$ cat src/rtl/if_fetch_stage.sv
// Instruction-fetch stage: owns the fetch PC, runs a single-outstanding
// instruction-bus read, and presents if_pc / if_insn / if_en to the ID stage.
//
// Handshake: ibus_req is held high with ibus_addr stable until the cycle in
// which ibus_rdy=1; in that cycle the read is accepted and ibus_rd_data is
// valid.  ibus_rdy is ignored whenever ibus_req=0.  Reset may drop ibus_req
// mid-transaction; the bus tolerates that.
//
// States:
//   ST_FETCH - request outstanding, returned data goes to the IF register.
//   ST_DROP  - request outstanding for a fetch killed by flush; its data is
//              thrown away when it arrives.
//   ST_HOLD  - a returned instruction is parked in the one-entry buffer
//              because ID was stalled; no request is issued.
module if_fetch_stage #(
  parameter int                 ADDR_W       = 30,
  parameter int                 DATA_W       = 32,
  parameter logic [ADDR_W-1:0]  RESET_VECTOR = 30'h0,
  parameter logic [DATA_W-1:0]  NOP_INSN     = 32'h0
) (
  input  logic              clk,
  input  logic              reset,
  input  logic              stall,
  input  logic              flush,
  input  logic [ADDR_W-1:0] new_pc,
  input  logic              br_taken,
  input  logic [ADDR_W-1:0] br_addr,
  output logic              ibus_req,
  output logic [ADDR_W-1:0] ibus_addr,
  input  logic              ibus_rdy,
  input  logic [DATA_W-1:0] ibus_rd_data,
  output logic [ADDR_W-1:0] if_pc,
  output logic [DATA_W-1:0] if_insn,
  output logic              if_en
);

  typedef enum logic [1:0] {
    ST_FETCH = 2'd0,
    ST_DROP  = 2'd1,
    ST_HOLD  = 2'd2
  } state_t;

  // All PC arithmetic is ADDR_W bits and wraps naturally.
  localparam logic [ADDR_W-1:0] PC_ONE = {{(ADDR_W-1){1'b0}}, 1'b1};

  // Current FSM state; kept as a named signal so checkers can bind to it.
  state_t            state;
  state_t            state_nxt;

  logic [ADDR_W-1:0] fetch_pc;
  logic [ADDR_W-1:0] fetch_pc_nxt;
  logic [ADDR_W-1:0] next_pc;
  logic [ADDR_W-1:0] next_pc_nxt;
  logic [DATA_W-1:0] hold_insn;
  logic [DATA_W-1:0] hold_insn_nxt;
  logic [ADDR_W-1:0] hold_pc;
  logic [ADDR_W-1:0] hold_pc_nxt;
  logic [ADDR_W-1:0] if_pc_nxt;
  logic [DATA_W-1:0] if_insn_nxt;
  logic              if_en_nxt;

  // Address of the fetch following the one on the bus, after applying a
  // taken branch.  A branch seen while stalled is ignored: ID re-evaluates
  // it once the stall clears.
  logic [ADDR_W-1:0] redirect_pc;

  // Bus request is combinational on state so reset kills it immediately.
  always_comb begin
    ibus_req  = (state != ST_HOLD) && !reset;
    ibus_addr = fetch_pc;
  end

  // Next-state and next-register computation; flush outranks stall and branch.
  always_comb begin
    state_nxt     = state;
    fetch_pc_nxt  = fetch_pc;
    next_pc_nxt   = next_pc;
    hold_insn_nxt = hold_insn;
    hold_pc_nxt   = hold_pc;
    if_pc_nxt     = if_pc;
    if_insn_nxt   = if_insn;
    if_en_nxt     = if_en;
    redirect_pc   = (br_taken && !stall) ? br_addr : next_pc;

    case (state)
      ST_FETCH: begin
        if (flush) begin
          if_en_nxt = 1'b0;
          if (ibus_rdy) begin
            // Returned data is discarded; restart at the flush target.
            fetch_pc_nxt = new_pc;
            next_pc_nxt  = new_pc + PC_ONE;
          end else begin
            // Keep the address stable until the killed read completes.
            next_pc_nxt = new_pc;
            state_nxt   = ST_DROP;
          end
        end else if (ibus_rdy) begin
          if (stall) begin
            // ID cannot take it: park the instruction, keep fetching later.
            hold_insn_nxt = ibus_rd_data;
            hold_pc_nxt   = fetch_pc + PC_ONE;
            fetch_pc_nxt  = next_pc;
            next_pc_nxt   = next_pc + PC_ONE;
            state_nxt     = ST_HOLD;
          end else begin
            // Deliver; a branch this cycle makes the delivered word its
            // delay slot and the next request goes to the target.
            if_insn_nxt  = ibus_rd_data;
            if_pc_nxt    = fetch_pc + PC_ONE;
            if_en_nxt    = 1'b1;
            fetch_pc_nxt = redirect_pc;
            next_pc_nxt  = redirect_pc + PC_ONE;
          end
        end else begin
          // Waiting on the bus: remember a branch target, bubble ID.
          next_pc_nxt = redirect_pc;
          if (!stall) begin
            if_en_nxt = 1'b0;
          end
        end
      end

      ST_DROP: begin
        if_en_nxt = 1'b0;
        if (flush) begin
          if (ibus_rdy) begin
            fetch_pc_nxt = new_pc;
            next_pc_nxt  = new_pc + PC_ONE;
            state_nxt    = ST_FETCH;
          end else begin
            next_pc_nxt = new_pc;
          end
        end else if (ibus_rdy) begin
          // Killed read finished; its data is dropped.
          fetch_pc_nxt = next_pc;
          next_pc_nxt  = next_pc + PC_ONE;
          state_nxt    = ST_FETCH;
        end
      end

      ST_HOLD: begin
        if (flush) begin
          if_en_nxt    = 1'b0;
          fetch_pc_nxt = new_pc;
          next_pc_nxt  = new_pc + PC_ONE;
          state_nxt    = ST_FETCH;
        end else if (!stall) begin
          // Release the parked instruction to ID and resume fetching.
          if_insn_nxt = hold_insn;
          if_pc_nxt   = hold_pc;
          if_en_nxt   = 1'b1;
          state_nxt   = ST_FETCH;
          if (br_taken) begin
            fetch_pc_nxt = br_addr;
            next_pc_nxt  = br_addr + PC_ONE;
          end
        end
      end

      default: begin
        state_nxt = ST_FETCH;
      end
    endcase
  end

  // State and datapath registers with synchronous reset.
  always_ff @(posedge clk) begin
    if (reset) begin
      state     <= ST_FETCH;
      fetch_pc  <= RESET_VECTOR;
      next_pc   <= RESET_VECTOR + PC_ONE;
      hold_insn <= NOP_INSN;
      hold_pc   <= '0;
      if_pc     <= '0;
      if_insn   <= NOP_INSN;
      if_en     <= 1'b0;
    end else begin
      state     <= state_nxt;
      fetch_pc  <= fetch_pc_nxt;
      next_pc   <= next_pc_nxt;
      hold_insn <= hold_insn_nxt;
      hold_pc   <= hold_pc_nxt;
      if_pc     <= if_pc_nxt;
      if_insn   <= if_insn_nxt;
      if_en     <= if_en_nxt;
    end
  end

endmodule

$ cat config.mk
export PLATFORM = sky130hd
export DESIGN_NAME = if_fetch_stage
export DESIGN_NICKNAME = d
export VERILOG_FILES = /design/src/rtl/if_fetch_stage.sv
export SDC_FILE = /design/constraint.sdc
export NUM_CORES = 1
export LEC_CHECK = 0
export BUFFER_PORTS_ARGS = -buffer_cell sky130_fd_sc_hd__clkbuf_2
export CORE_ASPECT_RATIO = 1.2
export CORE_UTILIZATION = 47
export CTS_CLUSTER_DIAMETER = 100
export DETAILED_ROUTE_END_ITERATION = 10
export PLACE_DENSITY = 0.73
export SLEW_MARGIN = 40
export SYNTH_ARGS = -nofsm -noshare
export SYNTH_HDL_FRONTEND = slang
export SYNTH_SLANG_ARGS = --single-unit
export TNS_END_PERCENT = 30
$ cat constraint.sdc
create_clock -name clk -period 5.3 [get_ports clk]
set_input_delay 0.795 -clock clk [delete_from_list [all_inputs] [get_ports clk]]
set_output_delay 0.795 -clock clk [all_outputs]
set_load 0.02 [all_outputs]
* After elaboration in Yosys (flattened, before gate mapping)
Index checks and enable logic that the tools add are counted.
** Storage, ports and cells
- Register bits :: 187
- Logic and storage cells :: 90
** Cells by class
- Mux-type cells :: 47
- Equal/unequal tests :: 16
- Add/subtract/negate cells :: 5
- Bitwise logic cells :: 1
- Reductions and logical operators :: 13
** Operators by type and width (number)
- $mux W30 :: 24
- $pmux W30 S3 :: 2
- $mux W32 :: 5
- $add A30 B1 Y30 const B :: 5
- $pmux W32 S2 :: 1
- $pmux W30 S2 :: 1
- $ne A3 B3 Y1 const B :: 6
- $mux W2 :: 7
- $ne A2 B2 Y1 const B :: 7
- $reduce_and A5 Y1 :: 2
- $reduce_and A4 Y1 :: 2
- $pmux W2 S3 :: 1
- $reduce_and A6 Y1 :: 1
- $mux W1 :: 5
- $ne A4 B4 Y1 const B :: 1
- $pmux W1 S3 :: 1
- $reduce_bool A3 Y1 :: 1
- $eq A2 B1 Y1 const B :: 1
- $eq A2 B2 Y1 const B :: 1
- $logic_and A1 B1 Y1 :: 2
- $logic_not A1 Y1 :: 2
- $logic_not A2 Y1 :: 1
- $reduce_and A2 Y1 :: 1
- $reduce_bool A2 Y1 :: 1
- $not A1 Y1 :: 1

* Depth between registers and ports, before layout
- Depth in word-level cells :: 8
- Depth in mapped cells :: 16

* Worst setup path after synthesis
No wires, ideal clock.
- Path type :: input port to flip-flop
- Start :: input port br_taken
- End :: register next_pc[2]
- Required time :: 5209 ps
- Stages on the path :: 16
- Path buffers :: 5
- Path slack :: 1656 ps
- Arrival :: 3553 ps
- Cell sequence :: nor2b_1 buf_6 buf_4 buf_4 buf_4 mux2i_1 inv_1 ha_1 and4b_1 a31oi_1 clkbuf_1 mux2i_1 a22oi_1 o21ai_0 a22o_1 a311oi_1
** On the way
- Cells in the longest elaborated chain, start to end :: 7
- Elaborated cells on any way between the ends :: 9
** Ends and longest elaborated chain
- start, declared :: RTL line 26 : input logic br_taken,
- $logic_and A1 B1 Y1 :: RTL line 83 : redirect_pc = (br_taken && !stall) ? br_addr : next_pc;
- $mux W30 :: RTL line 83
- $add A30 B1 Y30 :: RTL line 113 : next_pc_nxt = redirect_pc + PC_ONE;
- $mux W30 :: RTL line 99 : if (stall) begin
- $mux W30 :: RTL line 98 : end else if (ibus_rdy) begin
- $mux W30 :: RTL line 87 : if (flush) begin
- $pmux W30 S3 :: RTL line 85 : case (state)
- end signal, assigned :: RTL line 172 : next_pc <= RESET_VECTOR + PC_ONE;
- end signal, assigned :: RTL line 181 : next_pc <= next_pc_nxt;
- end, declared :: RTL line 52 : logic [ADDR_W-1:0] next_pc;
Several ways; a longest one is shown, not always the timed one.
A chain may end at the register's enable or synchronous reset.

* Worst setup path in the final report
- Start :: register state[0]
- End :: register fetch_pc[24] (netlist: ibus_addr[24])
** On the way
- Cells in the longest elaborated chain, start to end :: 3
- Elaborated cells on any way between the ends :: 10
** Ends and longest elaborated chain
- start, declared :: RTL line 47 : state_t state;
- start signal, assigned :: RTL line 179 : state <= state_nxt;
- $eq A2 B1 Y1, or another cell as far along :: RTL line 85
- $ne A3 B3 Y1 (no line) or $reduce_bool A3 Y1 (tied branches)
- $reduce_and A5 Y1 (no line)
- end signal, assigned :: RTL line 180 : fetch_pc <= fetch_pc_nxt;
- end, declared :: RTL line 50 : logic [ADDR_W-1:0] fetch_pc;
Several ways; a longest one is shown, not always the timed one.

==> results by group <==
Flow run
  • Max-cap violations: 0

Global routing
  • Overall routing resource usage: approximately 37%
  • First-pass GRT wire length: 89,200 µm
  • Via count of the first global-routing pass: between 10,000 and 15,000
  • Remaining global-route overflow: 0
  • Met2 track demand over resource: roughly three fifths
  • Maximum number of pins on one net before global-route repair: 91
  • Number of antenna violations at the first check in global routing: 0
  • Most heavily used metal layer in global routing: met2
  • Met1 layer usage reported by global route: 47.7%
  • Global-route track usage on met3: between 6 and 7%

Placed design
  • Placement Setup Slack: between 1000 and 1500 ps
  • DP Cell Count: roughly 2,400
  • Buffers on Ports: between 150 and 200
  • Routability congestion estimate: 1.08
  • Final HPWL from detailed placement: between 40,000 and 50,000 µm

Synth
  • Synth unique cells: 77
  • Seq cells post-synth: ~190
  • Cell area after synthesis: roughly 14,000 µm²
  • Predominant post-synthesis flop cell: sky130_fd_sc_hd__dfxtp_1
  • Asr flop ratio synth: 0%
  • Xor/xnor share of the synthesized area: 7.60%
  • Synth Area in Compound Gates: 24.2%
  • Area fraction in and, or, nand and nor cells after synthesis: 26.8%
  • Cell taking the most area after synthesis: sky130_fd_sc_hd__dfxtp_1
  • Total of warnings raised by yosys: 0
  • Top area cells in the synthesized netlist: sky130_fd_sc_hd__dfxtp_1 (26%), sky130_fd_sc_hd__nand2_1 (8.0%), sky130_fd_sc_hd__mux2i_1 (6.7%)
  • Number of enable flip-flop cells after synthesis: 0
  • Proportion of synthesized area in mux cells: 8.71%
  • Post-synthesis cell count: 1,980
  • Post-Synthesis Net Count: about 2,100
  • Part of the Yosys area used for sequential elements: between 20% and 30%
  • Largest family of logic cells by synthesized area: simple AND/OR/NAND/NOR gates
  • Avg Cell Area, Syn: roughly 7.2 µm²
  • Share of synthesized cell area in full adder, half adder and majority cells: less than 1%
  • Area share of the leading cell type in the synthesized netlist: between 20% and 30%

Detailed routing
  • Total routed wirelength: slightly below 60,000 µm
  • Number of vias per cell: ~6.6
  • Drt first-iter violations: 2,091
  • Drt drc: 0
  • Per-cell routed wire length: ~24 µm
  • Total number of vias: 16,400
  • Length of the first detailed-routing pass in iterations: 9
  • Final ANT Viol Nets: 0

Timing
  • Final max-slew violation count: 0
  • Hold WS: roughly 460 ps
  • Final count of hold timing violations: 0
  • RSZ-0062 raised after global routing: false
  • Actual transition at the worst max-transition pin: roughly 870 ps
  • Total negative slack for setup checks: 0 ps
  • Post-route clock period utilization: 65.3%
  • Minimum setup slack in the final design: roughly 1800 ps
  • Slew HR: around two fifths
  • Skew final: 15.8 ps
  • Number of endpoints failing setup at the final stage: 0
  • Minimum clock period: about 3500 ps
  • Timing-limited maximum frequency: 289 MHz

Floorplanning
  • Placement row count: around 70
  • Area of the core region: 29,800 µm²
  • Height of the die: 193 µm
  • Initial standard-cell utilization of the core: 48.0%
  • Die boundary width: 161 µm
  • I/O pin count: about 190
  • Die Area: 31,100 µm²

Worst setup path
  • Classification of the worst setup path: flip-flop to flip-flop
  • Cell-by-cell listing of the critical path: inv_1, ha_4, inv_1, o21ai_0, a21o_1, a21oi_2, buf_4, o21ai_0, a22oi_1, nor2_1
  • Source of the worst register-to-register timing path: state[0]$_SDFFE_PP0P_
  • Critical path launch point: state[0]$_SDFFE_PP0P_
  • Element type at the critical path end: flip-flop
  • CP max stage delay: about 600 ps
  • Slowest-stage cell, CP: sky130_fd_sc_hd__inv_1
  • Dominant delay contributor by cell family on the critical path: compound AO/OA/AOI/OAI gates
  • Data arrival time at the worst-slack endpoint: 3770 ps
  • Endpoint of the worst-slack reg-to-reg timing path: ibus_addr[24]$_SDFFE_PP0P_
  • Crit path to: ibus_addr[24]$_SDFFE_PP0P_
  • Register-to-Register Setup Slack: roughly 1800 ps
  • Type of element launching the critical path: flip-flop
  • Largest driver fanout on the critical path: 32
  • Worst Path Required: around 5600 ps
  • Logic depth of the worst setup path including buffers: 10
  • Worst reg-to-reg path cell count: 10
  • Buffers and inverters on the worst path: 3

Worst hold path
  • Worst hold path cell count: 2
  • Class of the tightest hold or removal check: flip-flop to flip-flop

Final layout
  • Finished Layout Cells: between 2,000 and 2,500
  • Net count reported at finish: between 2,000 and 2,500
  • Area added between synthesis and finish: 12.9%
  • Most common cell after layout, fill and taps aside: sky130_fd_sc_hd__nand2_1
  • Diodes inserted: 0
  • Commonest non-fill, non-tap cells in the layout: sky130_fd_sc_hd__nand2_1 (303), sky130_fd_sc_hd__nor2_1 (203), sky130_fd_sc_hd__clkbuf_2 (189), sky130_fd_sc_hd__dfxtp_1 (187), sky130_fd_sc_hd__a21oi_1 (132)
  • Proportion of layout cells with a drive suffix above 1: around 16%
  • Filler cells: between 2,000 and 3,000

Clock network
  • Buffer depth of the longest clock path: 2
  • CTS clock-pin slew for the worst setup and hold paths: 80 ps
  • Hold_buf cts: 0
  • Max H-tree Level: 4
  • Cell chosen for the clock root: sky130_fd_sc_hd__clkbuf_16
  • Buffers inserted by post-CTS timing repair: 0
  • Clock network latency to the later pin of the worst-skew pair: approximately 460 ps
  • Number of gates given a new drive strength after cts: 0
  • Number of clock sinks: between 150 and 200
  • Number of buffers added by the clock tree synthesis step: 17
  • CTS tree: yes

Power
  • Maximum ir drop on the vdd rail: 0.288 mV
  • Leak: about 0.0058 µW
  • Pwr per Cell Area: 301 nW/µm²

Run status
  • Run status: complete, no violations
==> how the worst min path moves through the flow <==
| stage | startpoint | to |
|---|---|---|
| 2_1_floorplan | hold_pc[29]$_SDFFE_PP0P_ | hold_pc[29]$_SDFFE_PP0P_ |
| 3_3_place_gp | hold_pc[29]$_SDFFE_PP0P_ | hold_pc[29]$_SDFFE_PP0P_ |
| 3_5_place_dp | hold_insn[8]$_SDFFE_PP0P_ | hold_insn[8]$_SDFFE_PP0P_ |
| 4_1_cts | if_pc[19]$_SDFFE_PP0P_ | if_pc[19]$_SDFFE_PP0P_ |
| 5_1_grt | hold_insn[25]$_SDFFE_PP0P_ | hold_insn[25]$_SDFFE_PP0P_ |
| 6_report | hold_insn[10]$_SDFFE_PP0P_ | hold_insn[10]$_SDFFE_PP0P_ |
==> cell families after synthesis <==
kind of cell,Yosys count
compound gates,523
xor+xnor,124
fa+ha+maj,9
buf+inv,202
flops,187
mux,117
simple gates,818
==> registers in the layout, summed over array words and instances (netlist names) <==
name       flops
if_insn       32
if_en          1
hold_insn     32
state          2
hold_pc       30
ibus_addr     30
if_pc         30
next_pc       30
==> worst register-to-register path, stage by stage (launching register included) <==
cell and delay, ps:
sky130_fd_sc_hd__dfxtp_1 370, sky130_fd_sc_hd__inv_1 110, sky130_fd_sc_hd__ha_4 330, sky130_fd_sc_hd__inv_1 610, sky130_fd_sc_hd__o21ai_0 300, sky130_fd_sc_hd__a21o_1 430
sky130_fd_sc_hd__a21oi_2 180, sky130_fd_sc_hd__buf_4 330, sky130_fd_sc_hd__o21ai_0 320, sky130_fd_sc_hd__a22oi_1 280, sky130_fd_sc_hd__nor2_1 60
==> Yosys cell counts (all sizes together), types with 8 or more instances <==
cell type,count
a211oi,77
a21oi,133
a221oi,13
a222oi,8
a22oi,24
a311oi,10
a31oi,19
and2,9
and3,24
and4,11
buf,48
clkbuf,127
dfxtp,187
ha,9
inv,25
mux2,14
mux2i,103
nand2,304
nand2b,10
nand3,86
nand4,43
nor2,206
nor3,62
nor4,34
o211ai,35
o21ai,99
o221ai,12
o22ai,16
o31ai,11
or3,8
xnor2,67
xor2,57
==> where the power goes <==
part	internal, µW	switching [µW]
Clock	736	691
Sequential	1550	238
Combinational	562	1080
==> metrics by stage <==
stage          instance area, µm²  util (%)  total power, µW
2_1_floorplan               14300         -             2810
3_3_place_gp                15400      51.7             3360
3_5_place_dp                15500      52.0             3380
4_1_cts                     16100      54.1             4790
5_1_grt                     16100      54.2             5040
6_report                    16100      54.2             4850
==> final cells by class <==
class / count / area [µm²] / area share [%]
clock inverters: 15 / 216 / 1.34
repair buffers: 232 / 1370 / 8.47
flip-flops and latches: 187 / 3740 / 23.2
well taps: 390 / 488 / 3.02
inverters: 27 / 101 / 0.628
multi-input cells: 1591 / 9790 / 60.7
clock buffers: 17 / 425 / 2.64
==> metal layers <==
metal | up-vias | routed length, µm
li1 | 7383 | -
met1 | 7618 | 23300
met2 | 1097 | 26000
met3 | 253 | 6340
met4 | 0 | 3900
met5 | - | 0
Note: power is estimated with default switching activity, not from simulation.
